## src/rtl/param_regfile_pkg.sv

```systemverilog
// -----------------------------------------------------------------------------
// regfile_pkg
// Shared definitions for the parametrised register file:
//   - clear-sequencer state encoding
//   - default geometry (DATA_W / NUM_REGS)
//   - clog2 helper used for elaboration-time address-width checks
// No ports (package).
// -----------------------------------------------------------------------------
package regfile_pkg;

  localparam int DEF_DATA_W   = 16;
  localparam int DEF_NUM_REGS = 16;

  typedef enum logic [1:0] {
    ST_IDLE  = 2'd0,
    ST_CLEAR = 2'd1,
    ST_DONE  = 2'd2
  } clr_state_e;

  // Smallest n with 2**n >= value (value >= 1).
  function automatic int clog2(input int value);
    int result;
    result = 0;
    for (int i = 0; i < 31; i++) begin
      if ((1 << i) < value) result = i + 1;
    end
    return result;
  endfunction

endpackage

```

## src/rtl/param_regfile_if.sv

```systemverilog
// -----------------------------------------------------------------------------
// param_regfile_if
// Bundles the write port, both read ports and the clear handshake of
// param_regfile.
//   master : drives wr_en/wr_addr/wr_data, rd_addr_a/b, clr_req;
//            observes wr_ready, rd_data_a/b, clr_busy, clr_done
//   slave  : the register file itself (directions reversed)
// -----------------------------------------------------------------------------
interface param_regfile_if
  import regfile_pkg::*;
#(
  parameter int DATA_W = DEF_DATA_W,
  parameter int ADDR_W = 4
);

  logic              wr_en;
  logic [ADDR_W-1:0] wr_addr;
  logic [DATA_W-1:0] wr_data;
  logic              wr_ready;
  logic [ADDR_W-1:0] rd_addr_a;
  logic [DATA_W-1:0] rd_data_a;
  logic [ADDR_W-1:0] rd_addr_b;
  logic [DATA_W-1:0] rd_data_b;
  logic              clr_req;
  logic              clr_busy;
  logic              clr_done;

  modport master (
    output wr_en, wr_addr, wr_data, rd_addr_a, rd_addr_b, clr_req,
    input  wr_ready, rd_data_a, rd_data_b, clr_busy, clr_done
  );

  modport slave (
    input  wr_en, wr_addr, wr_data, rd_addr_a, rd_addr_b, clr_req,
    output wr_ready, rd_data_a, rd_data_b, clr_busy, clr_done
  );

endinterface

```

## src/rtl/param_regfile_clear_fsm.sv

```systemverilog
// -----------------------------------------------------------------------------
// regfile_clear_fsm
// Software-triggered clear sequencer. Walks a pointer over r0..r(NUM_REGS-1),
// one register per cycle, and then emits a single-cycle done pulse.
// Ports:
//   clk, reset      clock / async active-high reset
//   clr_req    in   start request, sampled only in IDLE
//   wr_ready   out  external write port may accept (low while sweeping)
//   clr_busy   out  sweep in progress
//   clr_done   out  one-cycle pulse after the last register is cleared
//   clr_we     out  clear-write strobe to the storage array
//   clr_addr   out  register being cleared this cycle
// -----------------------------------------------------------------------------
module regfile_clear_fsm
  import regfile_pkg::*;
#(
  parameter int NUM_REGS = DEF_NUM_REGS,
  parameter int ADDR_W   = 4
) (
  input  logic              clk,
  input  logic              reset,
  input  logic              clr_req,
  output logic              wr_ready,
  output logic              clr_busy,
  output logic              clr_done,
  output logic              clr_we,
  output logic [ADDR_W-1:0] clr_addr
);

  localparam logic [ADDR_W-1:0] LAST_PTR = ADDR_W'(NUM_REGS - 1);

  clr_state_e        state_q, state_d;
  logic [ADDR_W-1:0] ptr_q, ptr_d;

  always_ff @(posedge clk or posedge reset) begin
    if (reset) begin
      state_q <= ST_IDLE;
      ptr_q   <= '0;
    end else begin
      // NOTE: non-blocking so every flop samples pre-edge values, independent
      // of statement order or of other always_ff blocks.
      state_q <= state_d;
      ptr_q   <= ptr_d;
    end
  end

  always_comb begin
    // NOTE: every output gets a default up front so no path through the case
    // leaves a variable unassigned (which would infer a latch).
    state_d  = state_q;
    ptr_d    = ptr_q;
    wr_ready = 1'b1;
    clr_busy = 1'b0;
    clr_done = 1'b0;
    clr_we   = 1'b0;
    clr_addr = ptr_q;

    unique case (state_q)
      ST_IDLE: begin
        if (clr_req) begin
          state_d = ST_CLEAR;
          ptr_d   = '0;
        end
      end

      ST_CLEAR: begin
        wr_ready = 1'b0;
        clr_busy = 1'b1;
        clr_we   = 1'b1;
        // Stop on the last real register so the pointer never leaves the
        // populated range even when NUM_REGS is not a power of two.
        if (ptr_q == LAST_PTR) begin
          state_d = ST_DONE;
          ptr_d   = '0;
        end else begin
          ptr_d = ptr_q + ADDR_W'(1);
        end
      end

      ST_DONE: begin
        clr_done = 1'b1;
        state_d  = ST_IDLE;
      end

      default: begin
        state_d = ST_IDLE;
        ptr_d   = '0;
      end
    endcase
  end

endmodule

```

## src/rtl/param_regfile.sv

```systemverilog
// -----------------------------------------------------------------------------
// param_regfile
// Parametrised register file: one encoded-address write port, two
// combinational read ports with optional write-through bypass, optional
// hardwired-zero r0 and a multi-cycle clear sweep.
// Ports:
//   clk    in   system clock, rising edge
//   reset  in   asynchronous active-high reset; loads RESET_VAL everywhere
//   bus    slave modport of param_regfile_if:
//            wr_en/wr_addr/wr_data  -> write request (accepted when wr_ready)
//            wr_ready               <- low during the clear sweep
//            rd_addr_a/rd_data_a    -> / <- read port A (combinational)
//            rd_addr_b/rd_data_b    -> / <- read port B (combinational)
//            clr_req                -> start clear sweep
//            clr_busy/clr_done      <- sweep status / completion pulse
// -----------------------------------------------------------------------------
module param_regfile
  import regfile_pkg::*;
#(
  parameter int                DATA_W    = DEF_DATA_W,
  parameter int                NUM_REGS  = DEF_NUM_REGS,
  parameter int                ADDR_W    = 4,
  parameter logic [DATA_W-1:0] RESET_VAL = '0,
  parameter bit                ZERO_R0   = 1'b0,
  parameter bit                BYPASS    = 1'b1
) (
  input  logic            clk,
  input  logic            reset,
  param_regfile_if.slave  bus
);

  if (NUM_REGS < 2 || NUM_REGS > 256) begin : g_bad_num_regs
    $error("param_regfile: NUM_REGS must be in 2..256");
  end
  if (ADDR_W < clog2(NUM_REGS)) begin : g_bad_addr_w
    $error("param_regfile: ADDR_W too narrow for NUM_REGS");
  end

  // One extra bit so NUM_REGS = 2**ADDR_W still fits in the range compare.
  localparam logic [ADDR_W:0] NUM_REGS_W = (ADDR_W + 1)'(NUM_REGS);

  logic [DATA_W-1:0] regs_q [NUM_REGS];

  logic              wr_ready;
  logic              clr_we;
  logic [ADDR_W-1:0] clr_addr;
  logic              wr_in_range;
  logic              wr_is_r0;
  logic              wr_accept;

  regfile_clear_fsm #(
    .NUM_REGS (NUM_REGS),
    .ADDR_W   (ADDR_W)
  ) u_clear_fsm (
    .clk      (clk),
    .reset    (reset),
    .clr_req  (bus.clr_req),
    .wr_ready (wr_ready),
    .clr_busy (bus.clr_busy),
    .clr_done (bus.clr_done),
    .clr_we   (clr_we),
    .clr_addr (clr_addr)
  );

  assign bus.wr_ready = wr_ready;

  assign wr_in_range = ({1'b0, bus.wr_addr} < NUM_REGS_W);
  assign wr_is_r0    = ZERO_R0 && (bus.wr_addr == '0);
  // Dropped writes (port busy, out of range, hardwired r0) never touch the
  // array and never feed the bypass path.
  assign wr_accept   = bus.wr_en && wr_ready && wr_in_range && !wr_is_r0;

  always_ff @(posedge clk or posedge reset) begin
    if (reset) begin
      // NOTE: this is a flop array, not a RAM macro, so every entry gets the
      // async reset; a real SRAM could not be cleared this way.
      for (int i = 0; i < NUM_REGS; i++) begin
        regs_q[i] <= RESET_VAL;
      end
    end else if (clr_we) begin
      regs_q[clr_addr] <= RESET_VAL;
    end else if (wr_accept) begin
      regs_q[bus.wr_addr] <= bus.wr_data;
    end
  end

  // Read mux shared by both ports. clr_we and wr_accept are mutually
  // exclusive (wr_ready is low while sweeping), so the bypass is naturally
  // suppressed during the sweep.
  function automatic logic [DATA_W-1:0] read_port(
    input logic [ADDR_W-1:0] addr,
    input logic [DATA_W-1:0] stored,
    input logic              fwd_hit,
    input logic [DATA_W-1:0] fwd_data
  );
    if ({1'b0, addr} >= NUM_REGS_W) return '0;
    if (ZERO_R0 && (addr == '0))    return '0;
    if (BYPASS && fwd_hit)          return fwd_data;
    return stored;
  endfunction

  assign bus.rd_data_a = read_port(bus.rd_addr_a, regs_q[bus.rd_addr_a],
                                   wr_accept && (bus.wr_addr == bus.rd_addr_a),
                                   bus.wr_data);
  assign bus.rd_data_b = read_port(bus.rd_addr_b, regs_q[bus.rd_addr_b],
                                   wr_accept && (bus.wr_addr == bus.rd_addr_b),
                                   bus.wr_data);

endmodule

```

## src/flat_wrapper.sv

```systemverilog
// flat-port wrapper written by rule: the top's interface ports become plain ports
module param_regfile_flat import regfile_pkg::*;
#(
  parameter int                DATA_W    = DEF_DATA_W,
  parameter int                NUM_REGS  = DEF_NUM_REGS,
  parameter int                ADDR_W    = 4,
  parameter logic [DATA_W-1:0] RESET_VAL = '0,
  parameter bit                ZERO_R0   = 1'b0,
  parameter bit                BYPASS    = 1'b1
)
  (clk, reset, bus_wr_en, bus_wr_addr, bus_wr_data, bus_rd_addr_a, bus_rd_addr_b, bus_clr_req, bus_wr_ready, bus_rd_data_a, bus_rd_data_b, bus_clr_busy, bus_clr_done);
  param_regfile_if #(.DATA_W(DATA_W), .ADDR_W(ADDR_W)) bus_i ();
  input  logic clk;
  input  logic reset;
  input wire logic [$bits(bus_i.wr_en)-1:0] bus_wr_en;
  input wire logic [$bits(bus_i.wr_addr)-1:0] bus_wr_addr;
  input wire logic [$bits(bus_i.wr_data)-1:0] bus_wr_data;
  input wire logic [$bits(bus_i.rd_addr_a)-1:0] bus_rd_addr_a;
  input wire logic [$bits(bus_i.rd_addr_b)-1:0] bus_rd_addr_b;
  input wire logic [$bits(bus_i.clr_req)-1:0] bus_clr_req;
  output wire logic [$bits(bus_i.wr_ready)-1:0] bus_wr_ready;
  output wire logic [$bits(bus_i.rd_data_a)-1:0] bus_rd_data_a;
  output wire logic [$bits(bus_i.rd_data_b)-1:0] bus_rd_data_b;
  output wire logic [$bits(bus_i.clr_busy)-1:0] bus_clr_busy;
  output wire logic [$bits(bus_i.clr_done)-1:0] bus_clr_done;
  assign bus_i.wr_en = bus_wr_en;
  assign bus_i.wr_addr = bus_wr_addr;
  assign bus_i.wr_data = bus_wr_data;
  assign bus_i.rd_addr_a = bus_rd_addr_a;
  assign bus_i.rd_addr_b = bus_rd_addr_b;
  assign bus_i.clr_req = bus_clr_req;
  assign bus_wr_ready = bus_i.wr_ready;
  assign bus_rd_data_a = bus_i.rd_data_a;
  assign bus_rd_data_b = bus_i.rd_data_b;
  assign bus_clr_busy = bus_i.clr_busy;
  assign bus_clr_done = bus_i.clr_done;
  param_regfile #(.DATA_W(DATA_W), .NUM_REGS(NUM_REGS), .ADDR_W(ADDR_W), .RESET_VAL(RESET_VAL), .ZERO_R0(ZERO_R0), .BYPASS(BYPASS)) u_core (.clk(clk), .reset(reset), .bus(bus_i));
endmodule
```

## config.mk

```make
export PLATFORM = sky130hd
export DESIGN_NAME = param_regfile_flat
export DESIGN_NICKNAME = d
export VERILOG_FILES = /design/src/rtl/param_regfile_pkg.sv /design/src/rtl/param_regfile_if.sv /design/src/rtl/param_regfile_clear_fsm.sv /design/src/rtl/param_regfile.sv /design/src/flat_wrapper.sv
export SDC_FILE = /design/constraint.sdc
export NUM_CORES = 1
export LEC_CHECK = 0
export CAP_MARGIN = 30
export CORE_UTILIZATION = 45
export CTS_BUF_LIST = sky130_fd_sc_hd__clkbuf_2 sky130_fd_sc_hd__clkbuf_4 sky130_fd_sc_hd__clkbuf_8
export DETAILED_ROUTE_END_ITERATION = 10
export MAX_ROUTING_LAYER = met4
export RECOVER_POWER = 25
export SYNTH_ARGS = -nofsm -noshare
export SYNTH_HDL_FRONTEND = slang
export SYNTH_SLANG_ARGS = --single-unit
```

## constraint.sdc

```tcl
create_clock -name clk -period 9.85 [get_ports clk]
set_clock_uncertainty 0.15 [all_clocks]
set_input_delay 0.985 -clock clk [delete_from_list [all_inputs] [get_ports clk]]
set_output_delay 0.985 -clock clk [all_outputs]
set_load 0.02 [all_outputs]
```

==> impl_metrics.py <==
metrics = {
    "logic_synthesis": {
        "ys_seq_elements": 262,
        "synth_enable_flop_cells": 0,
        "ys_warn_count": 0,
        "syn_area_per_cell_sq_um": 14.2,
        "yosysSeqAreaShare": 0.455,
        "syn_area_sq_um": 14400,
        "synth-main-ff-cell": "dfrtp_1",
        "synthArstFlopShare": 1.00,
        "syn-instance-count": 1015,
        "synth_fp_nets": 1051,
        "ys_types": 41,
    },
    "sta": {
        "period_needed_ps": 5260,
        "setup_viol": 0,
        "worst-slew-pin-transition_ps": 5030,
        "slew_headroom": -2.37,
        "hold_viol_final": 0,
        "fin_tns_setup_ps": 0,
        "max_freq_mhz": 190,
        "fin_crit_sh": 0.534,
        "maxSlewViolCount": 110,
        "rsz0062_at_grt": "false",
    },
    "clock_network": {
        "ctsRootBufferMaster": "clkbuf_8",
        "cts_tree": "done",
        "clk_pin_slew_ps": 60,
        "cts_resized": 0,
        "hold_buffers": 0,
        "cts_sinks": 262,
        "postCtsSetupBuffers": 0,
        "clk_path_buf_depth": 3,
        "clock_latency_ps": 560,
        "cts_made_buffers": 46,
        "htreeDepth": 2,
    },
    "job": {
        "maxCapViolCount": 1,
    },
    "grt": {
        "grt_antenna_before_repair": 1,
        "grt_pass1_vias": 10804,
        "grt_use_met2": 0.483,
        "grt_pass1_wl_mm": 73.6,
        "gr-usage-met3": 0.0500,
        "grt_max_degree": 110,
        "grt_overflow": 0,
        "grt.busiest_layer": "met2",
        "grt_util_met1": 0.415,
        "grt_usage": 0.318,
    },
    "setup_path": {
        "reg2reg_slack_ps": 6850,
        "worstPathRequired_ps": 8720,
        "r2r_cells": 6,
        "end_kind": "output pin",
        "cp.arrival_ps": 4130,
        "regToRegStartpoint": "u_core.u_clear_fsm.state_q[1]$_DFFE_PP0P_",
        "critPathMaxFanout": 30,
        "crit_type": "input pin to output pin",
        "start_kind": "input pin",
        "reg2reg_to": "u_core.regs_q[231]$_DFFE_PP0P_",
    },
    "finish": {
        "final_net_count": 1095,
        "syn2layout_area_growth_pct": 13.5,
        "final_cell_mix": "dfrtp_1, a22o_1, mux4_2",
        "drive_above_1_share": 0.284,
        "final_common_cell": "dfrtp_1",
        "final_util": 0.519,
    },
    "outcome": {
        "violations": "capacitance limit, slew limit",
        "status": "finished, violations left",
    },
    "routing": {
        "vias": 10457,
        "route.detailed.drc": 0,
        "wl_mm": 49.0,
        "avgRoutedWirePerCell_um": 32.8,
        "vias_per_cell": 7.01,
        "final_antenna_net_count": 0,
        "drt_first_pass_iters": 5,
        "first_iter_violations": 1227,
    },
    "power": {
        "leakagePower_nw": 7.29,
        "peakVddDrop_v": 0.0000836,
        "powerDensity_nw_per_um2": 221,
    },
    "place": {
        "hpwl_mm": 28.1,
        "gp_routability_congestion": 0.812,
        "port_buffers": 66,
    },
    "floorplanning": {
        "die_h_um": 181,
        "floorplan.initialDensity": 0.457,
        "dieWidth_um": 181,
        "fp.coreArea_sq_um": 31500,
        "die-area_sq_um": 32700,
        "fp-row-count": 65,
        "pin_count": 67,
    },
    "min_path": {
        "hold_path.class": "flip-flop to flip-flop",
        "holdPathStages": 1,
        "min_to": "u_core.u_clear_fsm.state_q[0]$_DFFE_PP0P_",
        "hp-start": "u_core.u_clear_fsm.state_q[1]$_DFFE_PP0P_",
    },
}
-- how the worst max path moves through the flow --
stage,start,to,depth (start not counted)
3_5_place_dp,bus_rd_addr_a[0],bus_rd_data_a[1],8
4_1_cts,bus_rd_addr_a[0],bus_rd_data_a[1],8
3_3_place_gp,bus_rd_addr_a[0],bus_rd_data_a[1],8
2_1_floorplan,reset,u_core.regs_q[0]$_DFFE_PP0P_,1
5_1_grt,reset,u_core.regs_q[29]$_DFFE_PP0P_,4
6_report,bus_rd_addr_a[0],bus_rd_data_a[2],8
-- worst max-delay path, cell delays in order --
cell	delay [ps]
buf_4	290
buf_4	450
buf_4	580
mux4_2	580
mux2i_1	280
mux2i_1	120
mux2_2	270
clkdlybuf4s50_1	540
-- registers in the layout (all words and copies together), names as in the netlist --
signal                       count
u_core.regs_q                  256
u_core.u_clear_fsm.clr_addr      4
u_core.u_clear_fsm.state_q       2
-- synth_stat cells, types with 2 or more instances --
cell        n  area (sq um)
or4_4       2          22.5
inv_2       2          7.51
a211oi_1    2          15.0
dfrtp_1   262          6560
a22oi_1    15           113
nand3_1    18          90.1
o211ai_1   16           120
nor2b_1     2          12.5
buf_1      25          93.8
nor2_1      9          33.8
inv_1       6          22.5
buf_2      40           200
nor3b_1     2          15.0
nor3_1      3          15.0
mux4_2    128          2880
buf_4      15           113
a22o_1    241          2110
mux2i_1    96           961
nor3_4      2          32.5
nand2b_1    2          12.5
o21ai_0     4          20.0
ha_1        4          50.1
mux2_2     32           360
nand2_1    21          78.8
clkbuf_1   34           128
nor4_4      2          42.5
nor2_4      6          67.6
xnor2_1     6          52.6
and4_1      2          17.5
and3_1      2          12.5
buf_6       3          33.8
xor2_1      2          17.5
-- cell type report --
type,count,area [sq um]
timing repair buffer,113,1070
clock inverter,8,42.5
clock buffer,70,888
multi-input combinational,628,7250
fill,2653,15100
tap,402,503
antenna,1,2.50
inverter,8,31.3
sequential,262,6560
-- cell families (layout without fill, tap and decap cells) --
kind of cell	Yosys count	count (layout)	share of synthesized area
AOI/OAI and AO/OA	280	280	0.166
DFF	262	262	0.455
muxes	256	256	0.292
buffers and inverters	125	199	0.0416
and+or+nand+nor	80	80	0.0364
xor gates and xnor gates	8	8	0.00487
adders and majority gates	4	4	0.00348
other	0	1	0
-- metal layers --
layer | vias to the layer above | part of all wire
met2 | 507 | 0.48
met5 | - | 0
li1 | 4186 | -
met4 | 0 | 0.052
met3 | 159 | 0.070
met1 | 5605 | 0.40
-- power by group --
group          switching [mW]  internal [mW]  leakage (nW)
registers               0.199           1.32          3.62
logic                   0.542          0.524          3.17
clock network           0.459          0.571         0.500
total                    1.20           2.41          7.29
-- per-stage QoR --
step | instances | setup slack [ps] | power [mW] | instance area, sq um | hold slack [ps]
detailed placement | 1412 | 4540 | 2.57 | 15400 | 316
global placement | 1406 | 4570 | 2.55 | 15300 | 304
finish | 1492 | 4590 | 3.61 | 16300 | 323
CTS | 1490 | 4530 | 3.61 | 16300 | 320
floorplan | 1015 | 1500 | 2.19 | 14400 | 282
global route | 1492 | 3900 | 3.77 | 16300 | 352
Note: power is estimated with default switching activity, not from simulation.
